## src/rtl/uart_tx_fifo.sv

```systemverilog
// UART transmitter with a write-side FIFO, programmable baud prescaler,
// optional even/odd parity and one or two stop bits. Frame settings are
// latched when a word is popped, so they cannot change partway through a frame.
module uart_tx_fifo #(
  parameter int unsigned DATA_WIDTH     = 8,
  parameter int unsigned FIFO_DEPTH     = 4,
  parameter int unsigned PRESCALE_WIDTH = 8
) (
  input  logic                          clk,
  input  logic                          rst,
  input  logic [DATA_WIDTH-1:0]         p_data,
  input  logic                          data_valid,
  output logic                          ready,
  input  logic                          par_en,
  input  logic                          par_type,
  input  logic                          stop2,
  input  logic [PRESCALE_WIDTH-1:0]     prescale,
  output logic                          tx_out,
  output logic                          busy,
  output logic [$clog2(FIFO_DEPTH):0]   fifo_count
);

  localparam int unsigned AW = $clog2(FIFO_DEPTH);
  localparam int unsigned BW = $clog2(DATA_WIDTH);

  typedef enum logic [2:0] {IDLE, START, DATA, PARITY, STOP} state_e;

  // FIFO storage and pointers (one extra MSB distinguishes full from empty)
  logic [DATA_WIDTH-1:0] mem_q [FIFO_DEPTH];
  logic [AW:0]           wr_ptr_q, rd_ptr_q;
  logic                  wr_en, pop, empty;
  logic [DATA_WIDTH-1:0] head;

  // Transmit state
  state_e                    state_q, state_d;
  logic [PRESCALE_WIDTH-1:0] cnt_q, cnt_d;
  logic [PRESCALE_WIDTH-1:0] p_q, p_d;
  logic [BW-1:0]             bit_q, bit_d;
  logic [DATA_WIDTH-1:0]     shift_q, shift_d;
  logic                      par_en_q, par_en_d;
  logic                      par_bit_q, par_bit_d;
  logic                      stop2_q, stop2_d;
  logic                      second_q, second_d;
  logic                      tx_q, tx_d;
  logic                      busy_q, busy_d;
  logic                      tick;
  logic [PRESCALE_WIDTH-1:0] p_eff;

  assign empty      = (wr_ptr_q == rd_ptr_q);
  assign ready      = !((wr_ptr_q[AW] != rd_ptr_q[AW]) &&
                        (wr_ptr_q[AW-1:0] == rd_ptr_q[AW-1:0]));
  assign wr_en      = data_valid && ready;
  assign fifo_count = wr_ptr_q - rd_ptr_q;
  assign head       = mem_q[rd_ptr_q[AW-1:0]];
  assign tick       = (cnt_q == p_q - 1'b1);
  assign p_eff      = (prescale == '0) ? PRESCALE_WIDTH'(1) : prescale;
  assign tx_out     = tx_q;
  assign busy       = busy_q;

  // FIFO data array; contents need no reset since pointers gate all reads
  always_ff @(posedge clk) begin
    if (wr_en) mem_q[wr_ptr_q[AW-1:0]] <= p_data;
  end

  // FIFO pointers; a write and a pop on the same edge both take effect
  always_ff @(posedge clk or negedge rst) begin
    if (!rst) begin
      wr_ptr_q <= '0;
      rd_ptr_q <= '0;
    end else begin
      if (wr_en) wr_ptr_q <= wr_ptr_q + 1'b1;
      if (pop)   rd_ptr_q <= rd_ptr_q + 1'b1;
    end
  end

  // Transmit FSM state and datapath registers
  always_ff @(posedge clk or negedge rst) begin
    if (!rst) begin
      state_q   <= IDLE;
      cnt_q     <= '0;
      p_q       <= PRESCALE_WIDTH'(1);
      bit_q     <= '0;
      shift_q   <= '0;
      par_en_q  <= 1'b0;
      par_bit_q <= 1'b0;
      stop2_q   <= 1'b0;
      second_q  <= 1'b0;
      tx_q      <= 1'b1;
      busy_q    <= 1'b0;
    end else begin
      state_q   <= state_d;
      cnt_q     <= cnt_d;
      p_q       <= p_d;
      bit_q     <= bit_d;
      shift_q   <= shift_d;
      par_en_q  <= par_en_d;
      par_bit_q <= par_bit_d;
      stop2_q   <= stop2_d;
      second_q  <= second_d;
      tx_q      <= tx_d;
      busy_q    <= busy_d;
    end
  end

  // Next-state logic; tx/busy are computed for the state being entered so
  // the registered outputs line up with the state register
  always_comb begin
    state_d   = state_q;
    cnt_d     = tick ? '0 : cnt_q + 1'b1;
    p_d       = p_q;
    bit_d     = bit_q;
    shift_d   = shift_q;
    par_en_d  = par_en_q;
    par_bit_d = par_bit_q;
    stop2_d   = stop2_q;
    second_d  = second_q;
    tx_d      = tx_q;
    busy_d    = busy_q;
    pop       = 1'b0;

    unique case (state_q)
      IDLE: begin
        cnt_d  = '0;
        tx_d   = 1'b1;
        busy_d = 1'b0;
        if (!empty) pop = 1'b1;
      end
      START: begin
        if (tick) begin
          state_d = DATA;
          bit_d   = '0;
          tx_d    = shift_q[0];
        end
      end
      DATA: begin
        if (tick) begin
          if (bit_q == BW'(DATA_WIDTH - 1)) begin
            if (par_en_q) begin
              state_d = PARITY;
              tx_d    = par_bit_q;
            end else begin
              state_d  = STOP;
              tx_d     = 1'b1;
              second_d = 1'b0;
            end
          end else begin
            bit_d   = bit_q + 1'b1;
            shift_d = shift_q >> 1;
            tx_d    = shift_q[1];
          end
        end
      end
      PARITY: begin
        if (tick) begin
          state_d  = STOP;
          tx_d     = 1'b1;
          second_d = 1'b0;
        end
      end
      STOP: begin
        if (tick) begin
          if (stop2_q && !second_q) begin
            second_d = 1'b1;
          end else if (!empty) begin
            pop = 1'b1;
          end else begin
            state_d = IDLE;
            tx_d    = 1'b1;
            busy_d  = 1'b0;
          end
        end
      end
      default: begin
        state_d = IDLE;
        tx_d    = 1'b1;
        busy_d  = 1'b0;
      end
    endcase

    // Pop from IDLE or end of STOP: load the word and latch frame settings
    if (pop) begin
      state_d   = START;
      cnt_d     = '0;
      shift_d   = head;
      par_en_d  = par_en;
      par_bit_d = (^head) ^ par_type;
      stop2_d   = stop2;
      p_d       = p_eff;
      tx_d      = 1'b0;
      busy_d    = 1'b1;
    end
  end

endmodule

```

## config.mk

```make
export PLATFORM = sky130hd
export DESIGN_NAME = uart_tx_fifo
export DESIGN_NICKNAME = d
export VERILOG_FILES = /design/src/rtl/uart_tx_fifo.sv
export SDC_FILE = /design/constraint.sdc
export NUM_CORES = 1
export LEC_CHECK = 0
export BUFFER_PORTS_ARGS = -buffer_cell sky130_fd_sc_hd__buf_2
export CORE_MARGIN = 8
export CORE_UTILIZATION = 50
export CTS_BUF_LIST = sky130_fd_sc_hd__clkbuf_8
export DETAILED_ROUTE_END_ITERATION = 16
export PLACE_DENSITY = 0.76
export SYNTH_ARGS = -nofsm -noshare
export SYNTH_HDL_FRONTEND = slang
export SYNTH_SLANG_ARGS = --single-unit
```

## constraint.sdc

```tcl
create_clock -name clk -period 3.4 [get_ports clk]
set_clock_uncertainty 0.2 [all_clocks]
set_input_delay 0.34 -clock clk [delete_from_list [all_inputs] [get_ports clk]]
set_output_delay 0.34 -clock clk [all_outputs]
set_load 0.05 [all_outputs]
```

* Yosys cells after proc, flatten, opt, wreduce, memory -nomap -nowiden *
Memory sizes are Yosys's and may differ from the RTL's.
Cells that the tools add are included.

storage, ports and cells
  flip-flop bits (word level) = 42
  latch bits = 0
  RAM bits = 32
  ROM bits = 0
  logic and storage cells = 117
  memories = 1

operators by class
  add/subtract/negate cells = 6
  $mul = 0
  div/mod/pow operators = 0
  order comparisons = 0
  eq/ne operators = 27
  shift operators = 0
  multiplexer cells = 50
  bitwise gates (word level) = 1
  reduce and logical (&&, ||, !) cells = 19

memory list
  name   depth  width  read ports  clocked after Yosys merged registers in  write ports  line  source
  mem_q  4      8      1           0                                        1            29    logic [DATA_WIDTH-1:0] mem_q [FIFO_DEPTH];

operator list
  cell                 number
  $mux 8               8
  $mux 3               12
  $mux 1               24
  $ne 3x3->1 const B   7
  $ne 2x2->1 const B   10
  $pmux 3 s5           1
  $add 3x1->3 const B  3
  $add 8x1->8 const B  1
  $eq 8x8->1           1
  $logic_not 8->1      1
  $reduce_and 4->1     2
  $reduce_and 8->1     1
  $reduce_xor 8->1     1
  $sub 8x1->8 const B  1
  $reduce_and 7->1     1
  $eq 3x2->1 const B   2
  $eq 3x3->1 const B   2
  $pmux 3 s2           1
  $reduce_and 6->1     1
  $reduce_bool 2->1    3
  $pmux 1 s2           2
  $pmux 1 s4           1
  $eq 3x1->1 const B   1
  $eq 3x3->1           1
  other kinds (12)     15

* Depth between registers and ports, before layout *
  word-level depth = 7
  depth in mapped cells = 11
  gate-level depth less buffers = 9

* Worst setup path after synthesis *
Ideal clock, no wire load.

  path type = register to register
  start point = reg p_q[0]
  end point = reg p_q[2]
  library setup time = 0.125 ns
  arrival time = 2.460 ns
  required time = 3.075 ns
  slack = 0.616 ns
  stages on the path, launching flop included = 10
  path buffers = 1
  period minus slack after synthesis = 2.784 ns
  cells stage by stage = dfstp_2 > inv_1 > ha_1 > xor2_1 > o22a_1 > a211oi_1 > o2111ai_1 > a21oi_1 > buf_6 > mux2_2

on the way
  word-level cells in the longest chain between the ends = 4

ends and longest elaborated chain
  item                      line  source
  start: declaration        37    logic [PRESCALE_WIDTH-1:0] p_q, p_d;
  start signal: assignment  93    p_q <= p_d;
  $sub 8x1->8               55    assign tick = (cnt_q == p_q - 1'b1);
  $eq 8x8->1                55
  $mux 1                    161   if (tick) begin
  $pmux 1 s2                121   unique case (state_q)

Every way passes these cells.
A chain may end at the register's enable or synchronous reset.

* Worst setup path in the final report *
  start point = reg p_q[0]
  end point = reg par_bit_q

on the way
  word-level cells in the longest chain between the ends = 4

ends and longest elaborated chain
  item                    line  source
  $sub 8x1->8             55
  $eq 8x8->1              55
  $mux 1                  161
  $pmux 1 s2              121
  end signal: assignment  97    par_bit_q <= par_bit_d;
  end: declaration        41    logic par_bit_q, par_bit_d;

Every way passes these cells.

==> summary.txt <==
Critical Path Fanout Max: 6
status: completed
max-cap violations: 0
post-DP HPWL: 4880 µm
met1 Track Usage GR: 16.4%
TNS Setup: 0 ps
FILL cells: 609
pin count of the biggest net entering global routing: 43
DIE WIDTH: 101 µm
initial antenna violation count: 0
unrepaired setup endpoints after global routing: no
CTS Root Cell: clkbuf_8
Top-Level Pins: 28
grt met2 use: 25.6%
IO buf count: 27
Routability Congestion: 0.812
PnR Total Power: 4.21 mW
vias in the first global route: 2452
cts repair resizes: 0
initial DRC count: 86
DR WL/cell: 15.6 µm
final worst path period share: 94.1%
count of nets after finishing: 363
Top FF cell, synth: dfrtp_1
GRT Total Usage: 14.7%
crit path cell chain: inv_1, ha_1, xor2_1, o22a_1, a211oi_1, o2111ai_1, a21oi_2, buf_4, mux2_2
first-pass GRT wire length: 11700 µm
GR peak layer: met2
Die Y: 101 µm
H-tree levels: 3
Via density: 5.35
Pre-antenna DRT Iters: 4
Core ar.: 7140 µm²
Antenna diodes: 0
Seq/Total Area, Yosys: 55.5%
element type at the critical path end: flip-flop
# DRC: 0
Power Density: 1010 nW/µm²
cts bufs inserted: 9
commonest non-fill, non-tap cell in the layout: dfrtp_1
final-report hold violation count: 0
Max-slew headroom: 36.3%
Crit Path Category: reg -> reg
crit path time final: 3200 ps
clk sinks: 74
FMAX: 313 MHz
number of enable flip-flop cells after synthesis: 32
number of antenna-violating nets in the routed design: 0
DRT Wirelength: 6760 µm
final setup vio count: 0
layout cells sized above 1: 23.4%
Crit-path slowest cell: dfstp_2
final worst slack: 201 ps
WP data required: 3430 ps
cell count after synthesis: 287
CTS tree: yes
yosys synthesis warning count: 0
Net Count, Synth: 321
vias post-DR: 2317
LEAKAGE: 1.77 nW
worst skew pair latency: 350 ps
worst vdd ir: 0.560 mV
Post-Syn Area: 3630 µm²
area grow syn2layout: 14.7%
startpoint types: flip-flop
Crit path largest cell delay: 590 ps
Post-CTS Hold Buffers: 8
async set or reset register ratio after synthesis: 56.8%
Worst-Margin Slew: 955 ps
die area: 10200 µm²
Synth cell types: 54
postcts setup bufs: 0
Starting Density: 50.9%
Hold/Removal Path Class: in -> reg
syn avg cell area: 12.7 µm²
Clk pin slew, worst setup/hold paths: 80 ps
remaining global-route overflow: 0
most frequent cells in the layout: 40 x dfrtp_1, 32 x edfxtp_1, 27 x buf_2
Slew Viols, Final: 0
synthesis-stage register bit count: 74
row count: 31
CTS Buffer Depth: 2
critical path arrival: 3230 ps
placement-stage worst setup slack: 226 ps
met3 usage: 3.30%
==> worst max-delay path: cells and delay by family, from the launching register on <==
kind,cells,cell delay (ps)
flops,1,590
fa+ha+maj,1,250
compound gates,4,1260
xor+xnor,1,160
mux,1,330
buf+inv,2,290
==> cell families (layout without fill, tap and decap cells) <==
logic type	count (synthesis)	count (layout)	share of synthesized area (%)
buf+inv	25	72	4.00
compound gates	49	49	8.85
flops	74	74	55.5
simple gates	75	75	10.8
fa+ha+maj	12	12	4.34
xor+xnor	30	30	7.44
mux	22	22	9.09
==> worst paths after layout <==
kind,cells past startpoint,to,start,slack [ps]
worst max-delay path,9,par_bit_q,p_q[0],200
worst min-delay path,3,par_en_q,par_en,20
worst max register to register,9,par_bit_q,p_q[0],200
worst min register to register,2,bit_q[2],bit_q[2],290
max in group asynchronous,2,shift_q[5],rst,1920
min in group asynchronous,2,p_q[6],rst,480
==> power breakdown <==
part / leakage, nW / internal, mW / switching [mW]
clock network: 0.114 / 0.428 / 0.357
registers: 0.811 / 1.26 / 0.260
logic: 0.849 / 0.810 / 1.09
total: 1.77 / 2.50 / 1.71
==> layer usage <==
| layer | part of all wire (%) | vias up |
|---|---|---|
| li1 | - | 1114 |
| met1 | 43 | 1151 |
| met2 | 52 | 41 |
| met3 | 3.2 | 11 |
| met4 | 1.8 | 0 |
| met5 | 0 | - |
==> final cells by class <==
class	count	area (µm²)	area share, %
clock buffers	9	124	2.97
repair buffers	42	268	6.43
clock inverters	7	108	2.58
well taps	99	124	2.97
flip-flops and latches	74	2010	48.3
inverters	14	52.6	1.26
multi-input cells	188	1480	35.4
==> Yosys cell counts, types with 8 or more instances <==
cell type | instances | share of area [%]
mux4_2 | 8 | 5.0
xnor2_1 | 13 | 3.1
nor2_1 | 15 | 1.6
o21ai_0 | 18 | 2.5
nand3_1 | 8 | 1.1
ha_1 | 11 | 3.8
nand2_1 | 24 | 2.5
xor2_1 | 16 | 3.9
edfxtp_1 | 32 | 26
dfrtp_1 | 40 | 28
inv_1 | 14 | 1.4
mux2_2 | 8 | 2.5
==> metrics by stage <==
stage          area (µm²)  util [%]  hold slack, ps  cells
2_1_floorplan        3630         -            -156    287
3_3_place_gp         3850      54.0             268    409
3_5_place_dp         3850      54.0             282    409
4_1_cts              4170      58.4            1.30    433
5_1_grt              4170      58.4            9.84    433
6_report             4170      58.4            16.0    433
==> sequential cells by signal, indices dropped and copies added (netlist names), 3 cells and up <==
name	count
cnt_q	8
p_q	8
shift_q	8
wr_ptr_q	3
rd_ptr_q	3
mem_q	32
state_q	3
bit_q	3
No activity file was read; power rests on OpenSTA's default activity.
